==> config.mk <==
export PLATFORM = sky130hd
export DESIGN_NAME = lsu_rmw
export DESIGN_NICKNAME = d
export VERILOG_FILES = /design/src/rtl/lsu_rmw.sv
export SDC_FILE = /design/constraint.sdc
export NUM_CORES = 1
export LEC_CHECK = 0
export ABC_AREA = 1
export BUFFER_PORTS_ARGS = -buffer_cell sky130_fd_sc_hd__buf_4
export CAP_MARGIN = 30
export CORE_ASPECT_RATIO = 0.6
export CORE_MARGIN = 5
export CORE_UTILIZATION = 30
export DETAILED_ROUTE_END_ITERATION = 12
export GPL_TIMING_DRIVEN = 0
export PLACE_DENSITY = 0.62
export SLEW_MARGIN = 20
export SYNTH_ARGS = -nofsm -noshare
export SYNTH_HDL_FRONTEND = slang
export SYNTH_SLANG_ARGS = --single-unit
==> constraint.sdc <==
create_clock -name clk -period 6 [get_ports clk]
set_input_delay 1.2 -clock clk [delete_from_list [all_inputs] [get_ports clk]]
set_output_delay 1.2 -clock clk [all_outputs]
set_load 0.05 [all_outputs]
==> src/rtl/lsu_rmw.sv <==
// rtl/lsu_rmw.sv - MEM-stage load/store unit with sub-word read-modify-write
module lsu_rmw #(
    parameter int XLEN      = 64,
    parameter int ERR_CNT_W = 16
) (
    input  logic                 clk,
    input  logic                 rst_n,
    input  logic                 req_valid,
    input  logic                 is_store,
    input  logic [2:0]           funct3,
    input  logic [XLEN-1:0]      addr,
    input  logic [XLEN-1:0]      wdata,
    input  logic [XLEN-1:0]      mem_rd,
    output logic [XLEN-1:0]      mem_addr,
    output logic [XLEN-1:0]      mem_wd,
    output logic                 mem_we,
    output logic [XLEN-1:0]      rdata,
    output logic                 stall,
    output logic                 misalign,
    output logic                 illegal,
    output logic [ERR_CNT_W-1:0] err_count
);

    localparam logic [0:0] IDLE  = 1'b0;
    localparam logic [0:0] WRITE = 1'b1;

    logic [0:0]           state_q;
    logic [XLEN-1:0]      merge_q;
    logic [XLEN-1:0]      addr_q;
    logic [ERR_CNT_W-1:0] err_q;

    logic [1:0]      size;
    logic            active;
    logic            bad_f3;
    logic            bad_align;
    logic            ok;
    logic            do_load;
    logic            do_sd;
    logic            do_sub;
    logic [5:0]      sh;
    logic [XLEN-1:0] lane_rd;
    logic [XLEN-1:0] load_ext;
    logic [XLEN-1:0] size_mask;
    logic [XLEN-1:0] merged;

    assign size   = funct3[1:0];
    // The request held during WRITE is the store already being committed, so it is not decoded again.
    assign active = req_valid && (state_q == IDLE);
    assign bad_f3 = is_store ? funct3[2] : (funct3 == 3'b111);

    always_comb begin
        case (size)
            2'd0:    bad_align = 1'b0;
            2'd1:    bad_align = addr[0];
            2'd2:    bad_align = |addr[1:0];
            default: bad_align = |addr[2:0];
        endcase
    end

    assign illegal  = active && bad_f3;
    assign misalign = active && !bad_f3 && bad_align;
    assign ok       = active && !bad_f3 && !bad_align;
    assign do_load  = ok && !is_store;
    assign do_sd    = ok && is_store && (size == 2'd3);
    assign do_sub   = ok && is_store && (size != 2'd3);

    assign sh      = {addr[2:0], 3'b000};
    assign lane_rd = mem_rd >> sh;

    always_comb begin
        case (size)
            2'd0: begin
                size_mask = {{(XLEN-8){1'b0}}, 8'hFF};
                load_ext  = {{(XLEN-8){lane_rd[7] & ~funct3[2]}}, lane_rd[7:0]};
            end
            2'd1: begin
                size_mask = {{(XLEN-16){1'b0}}, 16'hFFFF};
                load_ext  = {{(XLEN-16){lane_rd[15] & ~funct3[2]}}, lane_rd[15:0]};
            end
            2'd2: begin
                size_mask = {{(XLEN-32){1'b0}}, 32'hFFFF_FFFF};
                load_ext  = {{(XLEN-32){lane_rd[31] & ~funct3[2]}}, lane_rd[31:0]};
            end
            default: begin
                size_mask = {XLEN{1'b1}};
                load_ext  = mem_rd;
            end
        endcase
    end

    assign merged = (mem_rd & ~(size_mask << sh)) | ((wdata & size_mask) << sh);

    always_comb begin
        mem_addr = addr;
        mem_we   = 1'b0;
        mem_wd   = '0;
        rdata    = '0;
        stall    = 1'b0;
        if (state_q == WRITE) begin
            mem_addr = addr_q;
            mem_we   = 1'b1;
            mem_wd   = merge_q;
        end else begin
            if (do_load) begin
                rdata = load_ext;
            end
            if (do_sd) begin
                mem_we = 1'b1;
                mem_wd = wdata;
            end
            if (do_sub) begin
                stall = 1'b1;
            end
        end
        // Outputs are forced quiet while reset is held, even with a live request on the inputs.
        if (!rst_n) begin
            mem_we = 1'b0;
            mem_wd = '0;
            rdata  = '0;
            stall  = 1'b0;
        end
    end

    always_ff @(posedge clk or negedge rst_n) begin
        if (!rst_n) begin
            state_q <= IDLE;
            merge_q <= '0;
            addr_q  <= '0;
            err_q   <= '0;
        end else begin
            if (state_q == WRITE) begin
                state_q <= IDLE;
            end else if (do_sub) begin
                state_q <= WRITE;
                merge_q <= merged;
                addr_q  <= addr;
            end
            if (misalign && (err_q != {ERR_CNT_W{1'b1}})) begin
                err_q <= err_q + 1'b1;
            end
        end
    end

    assign err_count = err_q;

endmodule

==> run summary <==
Outcome -> finished, final reports clean
Sink Count -> 145
Drt wl/cell -> 27.2 µm
Crit path DAT -> 4.62 ns
Non-filler cells, final -> 2986
Core ar. -> 0.0394 mm²
M1 wire length -> 36800 µm
Synth area leader -> dfrtp_1
Critical path type -> in -> out
Vias per cell -> 5.56
Die height -> 165 µm
Reg2reg setup slack -> 3.75 ns
Max-cap violations -> 0
Hold Path Stages -> 2
Hold Buf Count CTS -> 0
Global-route wire length before repair -> 112000 µm
DP Area -> 0.0158 mm²
R2r worst-path depth -> 8
Setup WS post-layout -> 0.176 ns
Reg-to-reg endpoint -> merge_q[14]
DR vias -> 16598
Synth warn -> 0
Dpl cells -> 2951
CP max stage cell -> nor2_2
Maximum VDD drop -> 0.182 mV
Largest stage delay, worst path -> 0.57 ns
RSZ-0062 raised after global routing -> false
Syn Area/Cell -> 5.96 µm²
Top cells by area, synth -> dfrtp_1 (30%), nand2_1 (23%), o21ai_0 (8.9%), nand3_1 (8.7%), inv_1 (5.1%)
Top layer in use -> met5
Max-slew headroom -> 10.2%
Fill cells -> 4336
PwrDens -> 236 mW/mm²
Fmax -> 0.172 GHz
Setup TNS -> 0 ns
Layout cells sized above 1 -> 24.1%
Fin. Hold Viols -> 0
Slew Limit Fails -> 0
Syn Nets -> 2220
Residual DRC count -> 0
Leakage -> 8.66 nW
Gate Count Post-Synth -> 2020
Async S/R FF share, synth -> 100%
Remaining antenna violation count -> 0
Final Total Pwr -> 0.00388 W
Met3 wire len -> 9840 µm
Drt first pass iters -> 6
Bufs and invs on worst path -> 6
Count of buffers from port buffering -> 407
CTS tree -> done
Die X -> 269 µm
Post-synth EDFFs -> 0
Global Route Usage Sum -> 35.1%
Crit share post-route -> 97.1%
Cell Area, Synth -> 0.0120 mm²
Nets -> 2649
Pre-CTS setup slack -> -0.139 ns
Top FF cell, synth -> dfrtp_1
Critical Path Start Type -> primary input
Synth-to-layout area growth -> 36.5%
Worst-Skew Late Latency -> 0.44 ns
Crit-path cells -> buf_8, buf_16, buf_2, inv_1, nor2_2, clkbuf_1, nand2_1, o21ai_0, buf_4
Crit path max fanout -> 74
Synth top area share -> 30.1%
Clock Path Buffers -> 2
Minimum clock period -> 5.82 ns
H-tree depth -> 4
Iteration-0 DRC Markers -> 2248
Critical path's top delay family -> buffers and inverters
CTS Root Cell -> clkbuf_16
Initial Util -> 30.6%
Clock buffer count from CTS -> 17
Unique masters post-synth -> 46
Initial antenna violation count -> 5
Hpwl dp -> 66800 µm
Worst Hold End -> merge_q[56]
Worst hold-check path type -> reg -> reg
Pin count of the biggest net entering global routing -> 75
GRT Residual Overflow -> 0
Post-CTS Repair Setup Buffers -> 0
Met2 WL -> 32300 µm
HP Start -> merge_q[56]
DIE AREA -> 0.0444 mm²
Clock transition at path regs -> 0.07 ns
Post-synthesis sequential area ratio -> 30.1%
WL final -> 81100 µm
Setup violators final -> 0
Number of global-route vias before repair -> 15450
Worst-Margin Slew -> 1.33 ns
Row Count -> 56
R2R Path Start -> state_q
#FFs+latches synth -> 145
CP required -> 4.80 ns
Clock Skews -> 0.00885 ns
# IOs -> 411
Final Wtd Congestion -> 1.06
Fin area -> 0.0164 mm²
Crit. End Element -> output pin
cells in the final DEF (no fill, tap or decap), drive strengths merged, types with 2 or more instances in the layout:
cell      instances
nand2           762
buf             495
o21ai           262
nand3           212
nor2            193
inv             175
dfrtp           145
clkbuf           74
o211ai           27
o22ai            23
a21oi            20
o21a              9
o31ai             9
or2               8
xor2              8
nor3              7
xnor2             5
clkinvlp          5
nand4             4
a31oi             3
bufinv            3
diode             2
a22oi             2
a21o              2
and2              2
clkinv            2
cells by family (layout without fill, tap and decap cells):
group / Yosys count / in the layout / synth area share [%]
AO/OA/AOI/OAI: 359 / 359 / 16.5
XOR/XNOR: 13 / 13 / 0.946
adder cells (fa/ha/maj): 1 / 1 / 0.104
buffers and inverters: 312 / 754 / 11.0
flip-flops: 145 / 145 / 30.1
other: 0 / 2 / 0
AND/OR/NAND/NOR: 1190 / 1190 / 41.3
tightest hold or removal path, cell delays in order, from the launching register on:
cell     delay (ns)
dfrtp_1        0.34
nand2_1        0.05
nand2_1        0.06
stage by stage:
step           utilization, %  hold WS [ns]
2_1_floorplan               -         0.449
3_3_place_gp             40.0         0.466
3_5_place_dp             40.1         0.468
4_1_cts                  41.7         0.484
5_1_grt                  41.7         0.492
6_report                 41.7         0.483
metal layers:
layer,up-vias,global-route usage [%]
met5,-,0
met2,1057,48.9
met4,4,8.42
met1,8078,52.1
li1,7326,-
met3,133,11.7
final cells by class:
type,instances,area [µm²],share of cell area [%]
diodes,2,5.00,0.0304
plain buffers,138,669,4.07
clock buffers,21,470,2.86
clock inverters,11,154,0.936
inverters,174,658,4.00
multi-input cells,1563,7090,43.1
flip-flops and latches,145,3630,22.1
well taps,522,653,3.97
repair buffers,410,3110,18.9
Yosys cell counts (18+ instances only):
| library cell | number |
|---|---|
| a21oi_1 | 18 |
| buf_2 | 66 |
| clkbuf_1 | 53 |
| dfrtp_1 | 145 |
| inv_1 | 164 |
| nand2_1 | 751 |
| nand3_1 | 210 |
| nor2_1 | 156 |
| nor2_2 | 35 |
| o211ai_1 | 27 |
| o21ai_0 | 213 |
| o21ai_1 | 47 |
| o22ai_1 | 23 |
registers in the layout (all words and copies together), names as in the netlist:
name and cells:
err_count 16, state_q 1, addr_q 64, merge_q 64
power by group:
part	total, W	switching [W]	internal, W
Combinational	0.00138	0.000967	0.000416
Clock	0.00116	0.000466	0.000690
Sequential	0.00134	0.000143	0.00120
Total	0.00388	0.00158	0.00231
timing repair:
action / in CTS / in global routing
pin swaps: 0 / 0
resized for setup: 1 / 3
endpoints found under the setup margin: 5 / 6
worst max-delay path by stage:
stage | start | to | slack [ns] | cells after the start
after floorplan | addr[0] | rdata[6] | 1.51 | 9
after global placement | rst_n | mem_wd[52] | -0.82 | 8
after detailed placement | rst_n | mem_wd[40] | -0.14 | 9
after CTS | rst_n | mem_wd[61] | 0.12 | 9
after global routing | rst_n | mem_wd[42] | 0.11 | 9
final | rst_n | mem_wd[43] | 0.18 | 9
Power figures use the tool's default switching activity.
